`src/rtl/uart_rx_if.sv`:
```
// ============================================================================
//  Module      : uart_rx_if
//  Description : Signal bundle between the serial line / configuration side
//                and the uart_rx receiver.
//                  RX_IN      - serial line, idle high, asynchronous
//                  PAR_EN     - 1 = frame carries a parity bit
//                  PAR_TYP    - 0 = even parity, 1 = odd parity
//                  P_DATA     - last correctly received data word
//                  DATA_VALID - one-cycle pulse when P_DATA is updated
//                  PAR_ERR    - one-cycle pulse on parity mismatch
//                  STP_ERR    - one-cycle pulse when stop bit sampled 0
//                  Busy       - high while a frame is being received
//                Modports: master = line/consumer side, slave = receiver.
//  Revision    : 1.0 - initial release
// ============================================================================
`default_nettype none

interface uart_rx_if #(
    parameter int P_data_width = 8
);
    logic                    RX_IN;
    logic                    PAR_EN;
    logic                    PAR_TYP;
    logic [P_data_width-1:0] P_DATA;
    logic                    DATA_VALID;
    logic                    PAR_ERR;
    logic                    STP_ERR;
    logic                    Busy;

    modport master (
        output RX_IN, PAR_EN, PAR_TYP,
        input  P_DATA, DATA_VALID, PAR_ERR, STP_ERR, Busy
    );

    modport slave (
        input  RX_IN, PAR_EN, PAR_TYP,
        output P_DATA, DATA_VALID, PAR_ERR, STP_ERR, Busy
    );
endinterface

`default_nettype wire

```
`src/rtl/uart_rx.sv`:
```
// ============================================================================
//  Module      : uart_rx
//  Description : UART receiver. Start bit, P_data_width data bits LSB first,
//                optional parity bit, one stop bit. Bits are sampled at the
//                mid-bit point; the frame completes at mid stop bit.
//  Ports       : CLK   - master clock, rising edge
//                RST   - asynchronous active-high reset
//                rx_if - uart_rx_if.slave (RX_IN, PAR_EN, PAR_TYP in;
//                        P_DATA, DATA_VALID, PAR_ERR, STP_ERR, Busy out)
//  Option      : UART_RX_MAJORITY_VOTE_EN - each bit is the 2-of-3 majority
//                of samples at MID-1, MID, MID+1 (decided at MID+1).
//  Revision    : 1.0 - initial release
// ============================================================================
`default_nettype none

module uart_rx #(
    parameter int CLK_freq     = 200_000_000,
    parameter int BAUD_RATE    = 9600,
    parameter int P_data_width = 8
) (
    input  wire logic  CLK,
    input  wire logic  RST,
    uart_rx_if.slave   rx_if
);

    localparam int CLK_Ticks = CLK_freq / BAUD_RATE;
    localparam int MID       = CLK_Ticks / 2;
    localparam int TW        = (CLK_Ticks > 1) ? $clog2(CLK_Ticks) : 1;
    localparam int BW        = (P_data_width > 1) ? $clog2(P_data_width) : 1;

    localparam logic [TW-1:0] C_LAST_TICK = TW'(CLK_Ticks - 1);
    localparam logic [BW-1:0] C_LAST_BIT  = BW'(P_data_width - 1);
`ifdef UART_RX_MAJORITY_VOTE_EN
    localparam logic [TW-1:0] C_PRE_TICK  = TW'(MID - 1);
    localparam logic [TW-1:0] C_MID_TICK  = TW'(MID);
    localparam logic [TW-1:0] C_DEC_TICK  = TW'(MID + 1);
`else
    localparam logic [TW-1:0] C_DEC_TICK  = TW'(MID);
`endif

    typedef enum logic [2:0] {
        S_IDLE   = 3'd0,
        S_START  = 3'd1,
        S_DATA   = 3'd2,
        S_PARITY = 3'd3,
        S_STOP   = 3'd4
    } state_t;

    state_t                  state_q;
    logic                    rx_meta_q;
    logic                    rx_s_q;
    logic                    rx_prev_q;
    logic [TW-1:0]           tick_q;
    logic [TW-1:0]           tick_d;
    logic [BW-1:0]           bit_cnt_q;
    logic [P_data_width-1:0] shift_q;
    logic                    par_en_q;
    logic                    par_typ_q;
    logic                    par_bad_q;
    logic [P_data_width-1:0] p_data_q;
    logic                    data_valid_q;
    logic                    par_err_q;
    logic                    stp_err_q;
    logic                    busy_q;

    logic                    w_start_edge;
    logic                    w_take;
    logic                    w_bit;

    // Two-flop synchronizer plus a delayed copy for 1->0 edge detection.
    // All three reset high so a line that idles high never looks like a start.
    always_ff @(posedge CLK or posedge RST) begin
        if (RST) begin
            rx_meta_q <= 1'b1;
            rx_s_q    <= 1'b1;
            rx_prev_q <= 1'b1;
        end else begin
            rx_meta_q <= rx_if.RX_IN;
            rx_s_q    <= rx_meta_q;
            rx_prev_q <= rx_s_q;
        end
    end

    always_comb begin
        tick_d       = (tick_q == C_LAST_TICK) ? '0 : tick_q + 1'b1;
        w_start_edge = rx_prev_q & ~rx_s_q;
        w_take       = (tick_q == C_DEC_TICK);
    end

`ifdef UART_RX_MAJORITY_VOTE_EN
    logic vote0_q;
    logic vote1_q;

    // Capture the two earlier votes; the third is the live synchronized value
    // at the decision tick.
    always_ff @(posedge CLK or posedge RST) begin
        if (RST) begin
            vote0_q <= 1'b1;
            vote1_q <= 1'b1;
        end else begin
            if (tick_q == C_PRE_TICK) vote0_q <= rx_s_q;
            if (tick_q == C_MID_TICK) vote1_q <= rx_s_q;
        end
    end

    always_comb begin
        w_bit = (vote0_q & vote1_q) | (vote0_q & rx_s_q) | (vote1_q & rx_s_q);
    end
`else
    always_comb begin
        w_bit = rx_s_q;
    end
`endif

    // Receive FSM with registered outputs. Status strobes default low every
    // cycle so each one is a single-cycle pulse.
    always_ff @(posedge CLK or posedge RST) begin
        if (RST) begin
            state_q      <= S_IDLE;
            tick_q       <= '0;
            bit_cnt_q    <= '0;
            shift_q      <= '0;
            par_en_q     <= 1'b0;
            par_typ_q    <= 1'b0;
            par_bad_q    <= 1'b0;
            p_data_q     <= '0;
            data_valid_q <= 1'b0;
            par_err_q    <= 1'b0;
            stp_err_q    <= 1'b0;
            busy_q       <= 1'b0;
        end else begin
            data_valid_q <= 1'b0;
            par_err_q    <= 1'b0;
            stp_err_q    <= 1'b0;
            case (state_q)
                S_IDLE: begin
                    if (w_start_edge) begin
                        state_q   <= S_START;
                        tick_q    <= '0;
                        bit_cnt_q <= '0;
                        par_bad_q <= 1'b0;
                        // Frame configuration is frozen for the whole frame.
                        par_en_q  <= rx_if.PAR_EN;
                        par_typ_q <= rx_if.PAR_TYP;
                        busy_q    <= 1'b1;
                    end
                end
                S_START: begin
                    tick_q <= tick_d;
                    if (w_take) begin
                        if (w_bit) begin
                            // Line back high at mid start bit: a glitch.
                            state_q <= S_IDLE;
                            busy_q  <= 1'b0;
                        end else begin
                            state_q <= S_DATA;
                        end
                    end
                end
                S_DATA: begin
                    tick_q <= tick_d;
                    if (w_take) begin
                        shift_q <= {w_bit, shift_q[P_data_width-1:1]};
                        if (bit_cnt_q == C_LAST_BIT) begin
                            bit_cnt_q <= '0;
                            state_q   <= par_en_q ? S_PARITY : S_STOP;
                        end else begin
                            bit_cnt_q <= bit_cnt_q + 1'b1;
                        end
                    end
                end
                S_PARITY: begin
                    tick_q <= tick_d;
                    if (w_take) begin
                        par_bad_q <= (w_bit != ((^shift_q) ^ par_typ_q));
                        state_q   <= S_STOP;
                    end
                end
                S_STOP: begin
                    tick_q <= tick_d;
                    if (w_take) begin
                        // Finish at mid stop bit to absorb baud mismatch.
                        state_q   <= S_IDLE;
                        busy_q    <= 1'b0;
                        par_err_q <= par_bad_q;
                        stp_err_q <= ~w_bit;
                        if (w_bit && !par_bad_q) begin
                            p_data_q     <= shift_q;
                            data_valid_q <= 1'b1;
                        end
                    end
                end
                default: begin
                    state_q <= S_IDLE;
                    busy_q  <= 1'b0;
                end
            endcase
        end
    end

    assign rx_if.P_DATA     = p_data_q;
    assign rx_if.DATA_VALID = data_valid_q;
    assign rx_if.PAR_ERR    = par_err_q;
    assign rx_if.STP_ERR    = stp_err_q;
    assign rx_if.Busy       = busy_q;

endmodule

`default_nettype wire

```
`src/flat_wrapper.sv`:
```
// flat-port wrapper written by rule: the top's interface ports become plain ports
module uart_rx_flat 
#(
    parameter int CLK_freq     = 200_000_000,
    parameter int BAUD_RATE    = 9600,
    parameter int P_data_width = 8
)
  (CLK, RST, rx_if_RX_IN, rx_if_PAR_EN, rx_if_PAR_TYP, rx_if_P_DATA, rx_if_DATA_VALID, rx_if_PAR_ERR, rx_if_STP_ERR, rx_if_Busy);
  uart_rx_if #(.P_data_width(P_data_width)) rx_if_i ();
  input  wire logic CLK;
  input  wire logic RST;
  input wire logic [$bits(rx_if_i.RX_IN)-1:0] rx_if_RX_IN;
  input wire logic [$bits(rx_if_i.PAR_EN)-1:0] rx_if_PAR_EN;
  input wire logic [$bits(rx_if_i.PAR_TYP)-1:0] rx_if_PAR_TYP;
  output wire logic [$bits(rx_if_i.P_DATA)-1:0] rx_if_P_DATA;
  output wire logic [$bits(rx_if_i.DATA_VALID)-1:0] rx_if_DATA_VALID;
  output wire logic [$bits(rx_if_i.PAR_ERR)-1:0] rx_if_PAR_ERR;
  output wire logic [$bits(rx_if_i.STP_ERR)-1:0] rx_if_STP_ERR;
  output wire logic [$bits(rx_if_i.Busy)-1:0] rx_if_Busy;
  assign rx_if_i.RX_IN = rx_if_RX_IN;
  assign rx_if_i.PAR_EN = rx_if_PAR_EN;
  assign rx_if_i.PAR_TYP = rx_if_PAR_TYP;
  assign rx_if_P_DATA = rx_if_i.P_DATA;
  assign rx_if_DATA_VALID = rx_if_i.DATA_VALID;
  assign rx_if_PAR_ERR = rx_if_i.PAR_ERR;
  assign rx_if_STP_ERR = rx_if_i.STP_ERR;
  assign rx_if_Busy = rx_if_i.Busy;
  uart_rx #(.CLK_freq(CLK_freq), .BAUD_RATE(BAUD_RATE), .P_data_width(P_data_width)) u_core (.CLK(CLK), .RST(RST), .rx_if(rx_if_i));
endmodule
```
`config.mk`:
```
export PLATFORM = sky130hd
export DESIGN_NAME = uart_rx_flat
export DESIGN_NICKNAME = d
export VERILOG_FILES = /design/src/rtl/uart_rx_if.sv /design/src/rtl/uart_rx.sv /design/src/flat_wrapper.sv
export SDC_FILE = /design/constraint.sdc
export NUM_CORES = 1
export LEC_CHECK = 0
export CORE_MARGIN = 2
export CORE_UTILIZATION = 50
export DETAILED_ROUTE_END_ITERATION = 8
export DONT_BUFFER_PORTS = 1
export GPL_TIMING_DRIVEN = 0
export PLACE_DENSITY = 0.7
export SETUP_SLACK_MARGIN = 0.02
export SYNTH_ARGS = -nofsm -noshare
export SYNTH_HDL_FRONTEND = slang
export SYNTH_SLANG_ARGS = --single-unit
```
`constraint.sdc`:
```
create_clock -name CLK -period 2.8 [get_ports CLK]
set_input_delay 0.84 -clock CLK [delete_from_list [all_inputs] [get_ports CLK]]
set_output_delay 0.84 -clock CLK [all_outputs]
set_load 0.005 [all_outputs]
```
==> run summary <==
Outcome: finished clean
Die ar.: 5250 sq um
# setup viols final: 0
Fmax: 0.418 GHz
Later-pin clock latency in the skew report: 0.30 ns
Post-DP HPWL: 2.92 mm
Final hold vios: 0
Reg area: 1180 sq um
Htree depth: 2
Clk_skew: 0.00884 ns
Cells after synthesis: 219
Yosys top cell area share: 47.0%
Multi-input logic area: 1070 sq um
Syn avg cell area: 10.7 sq um
Final worst slack: 0.410 ns
Clk slew on worst S/H paths: 0.10 ns
Startpoint types: flip-flop
Synth top area cells: dfrtp_1, mux2_1, xnor2_1
Clk sinks: 47
Max Slew Vio Count: 0
Initial core utilization: 52.7%
Syn Nets: 228
Floorplan core area: 4440 sq um
Critical path data arrival time: 2.59 ns
GPL Wtd Cong: 0.803
Vias per Instance: 5.78
Setup Crit Path Kind: flip-flop to flip-flop
Vias in the first global route: 1532
Post-route minimum period: 2.39 ns
Post-DRT Antenna Nets: 0
Part of the Yosys area used for sequential elements: 50.4%
Fin crit share: 85.3%
P&R area growth vs syn: 7.54%
WHS: 0.351 ns
Crit Reg-Reg Startpoint: u_core.tick_q[10]$_DFFE_PP0P_
Worst reg2reg path endpoint: u_core.shift_q[3]$_DFFE_PP0P_
Vias: 1619
Synth Warn #: 0
WL final: 4.18 mm
Buffers on Ports: 0
Max_slew headroom: 48.6%
Commonest non-fill, non-tap cell in the layout: dfrtp_1
Worst VDD drop: 0.397 mV
Die X: 72.4 um
Yosys top cell by area: dfrtp_1
Actual slew at the worst max-slew pin: 0.751 ns
Longest Clk Path Bufs: 2
FILL cells: 400
GR Util All Layers: 18.2%
# DRC: 0
Layout cells sized above 1: 11.4%
Die Ht: 72.4 um
Worst setup path startpoint: u_core.tick_q[10]$_DFFE_PP0P_
IO Pins: 17
Critical Path RT: 3.00 ns
Nets: 236
Routed len/inst: 14.9 um
Endpoint kind of the worst setup timing path: flip-flop
CTS Hold Bufs: 0
Crit-path max FO: 10
Num CTS Buffers: 5
First-pass DRT Iterations: 4
Root buf cell: clkbuf_8
Grt ovf: 0
CTS tree: yes
Post-synth cell types: 44
Pwr Density: 619 nW/um^2
First-pass GRT wire length: 7.42 mm
Initial antenna violation count: 0
Flop2flop setup slack: 0.41 ns
Synthesized flop and latch total: 47
Number of enable flip-flop cells after synthesis: 0
CP endpoint: u_core.shift_q[3]$_DFFE_PP0P_
FFs w/ async S/R, synth: 100%
Worst Hold Class: flip-flop to flip-flop
Worst Reg-to-Reg Cells: 5
Cts repair resizes: 0
Post-Syn Area: 2340 sq um
Setup WS pre-CTS: 0.372 ns
Num rows: 24
Commonest non-fill, non-tap cells in the layout: dfrtp_1, nand3_1, mux2_1
Setup tns final: 0 ns
Leak pwr: 1.19 nW
Max_cap viols: 0
Post-synth top flop: dfrtp_1
Initial DRC Count: 96
N_diodes: 0
Largest net degree at the start of global routing: 32
RSZ-0062 raised after global routing: no
Post-CTS setup repair buffer count: 0
## final cells by class
cell class              instances  share of cell area [%]
multi-input cells             153                    42.4
clock inverters                 3                   0.895
inverters                       9                    1.34
clock buffers                   5                    2.73
plain buffers                  10                    2.34
well taps                      52                    2.58
flip-flops and latches         47                    46.9
repair buffers                  1                   0.795
## how the worst min path moves through the flow
stage	start	end	slack [ns]	depth (start not counted)
2_1_floorplan	u_core.rx_meta_q$_DFF_PP1_	u_core.rx_s_q$_DFF_PP1_	0.35	0
3_3_place_gp	u_core.rx_meta_q$_DFF_PP1_	u_core.rx_s_q$_DFF_PP1_	0.35	0
3_5_place_dp	u_core.rx_meta_q$_DFF_PP1_	u_core.rx_s_q$_DFF_PP1_	0.35	0
4_1_cts	u_core.rx_meta_q$_DFF_PP1_	u_core.rx_s_q$_DFF_PP1_	0.36	0
5_1_grt	u_core.rx_meta_q$_DFF_PP1_	u_core.rx_s_q$_DFF_PP1_	0.36	0
6_report	u_core.rx_meta_q$_DFF_PP1_	u_core.rx_s_q$_DFF_PP1_	0.35	0
## stage by stage
stage	power (mW)	std cells	utilization, %	cell area, sq um
2_1_floorplan	1.08	219	-	2340
3_3_place_gp	1.14	271	54.1	2410
3_5_place_dp	1.15	272	54.6	2430
4_1_cts	1.57	280	56.6	2520
5_1_grt	1.66	280	56.6	2520
6_report	1.56	280	56.6	2520
## critical path, cell delays in order (launching register included)
cell      delay (ns)
dfrtp_1         0.42
or4b_1          0.57
nor4_2          0.36
nand3_1         0.25
clkbuf_1        0.31
mux2_1          0.37
## flip-flops by register name, indices dropped and copies added (netlist names), 3 cells and up
name,flops
u_core.bit_cnt_q,3
u_core.rx_if.P_DATA,8
u_core.shift_q,8
u_core.state_q,3
u_core.tick_q,15
## synthesized netlist by cell type (2+ instances only)
cell / number
a2111oi_0: 2
a21o_1: 9
a21oi_1: 5
a31oi_1: 2
and3_1: 4
buf_2: 2
buf_4: 2
clkbuf_1: 5
dfrtp_1: 44
dfstp_2: 3
ha_1: 4
inv_1: 8
mux2_1: 16
mux2_2: 3
nand2_1: 13
nand2b_1: 5
nand3_1: 16
nand4_1: 2
nand4b_1: 2
nor2_1: 8
nor2b_1: 2
nor3_1: 8
nor3b_1: 3
nor4_1: 5
o21ai_1: 15
or3_1: 2
or4b_1: 3
xnor2_1: 10
## kinds of logic (layout without fill, tap and decap cells)
kind of cell             count (synthesis)  after routing  synth area share (%)
adder cells (fa/ha/maj)                  4              4                  2.14
flip-flops                              47             47                  50.4
XOR/XNOR                                10             10                  3.74
AO/OA/AOI/OAI                           39             39                  10.3
AND/OR/NAND/NOR                         79             79                  19.2
multiplexers                            21             21                  10.2
buffers and inverters                   19             28                  3.95
## metal layers
layer	global-route usage, %	vias up	wire, um
met5	0	-	0
met4	5.76	0	59
met3	4.58	5	217
met2	26.7	39	1880
met1	26.7	772	2030
li1	-	803	-
## power breakdown
group          switching, mW  total [mW]  internal, mW
logic                  0.156       0.291         0.135
registers             0.0878       0.847         0.759
clock network          0.242       0.421         0.179
total                  0.486        1.56          1.07
No activity file was read; power rests on OpenSTA's default activity.
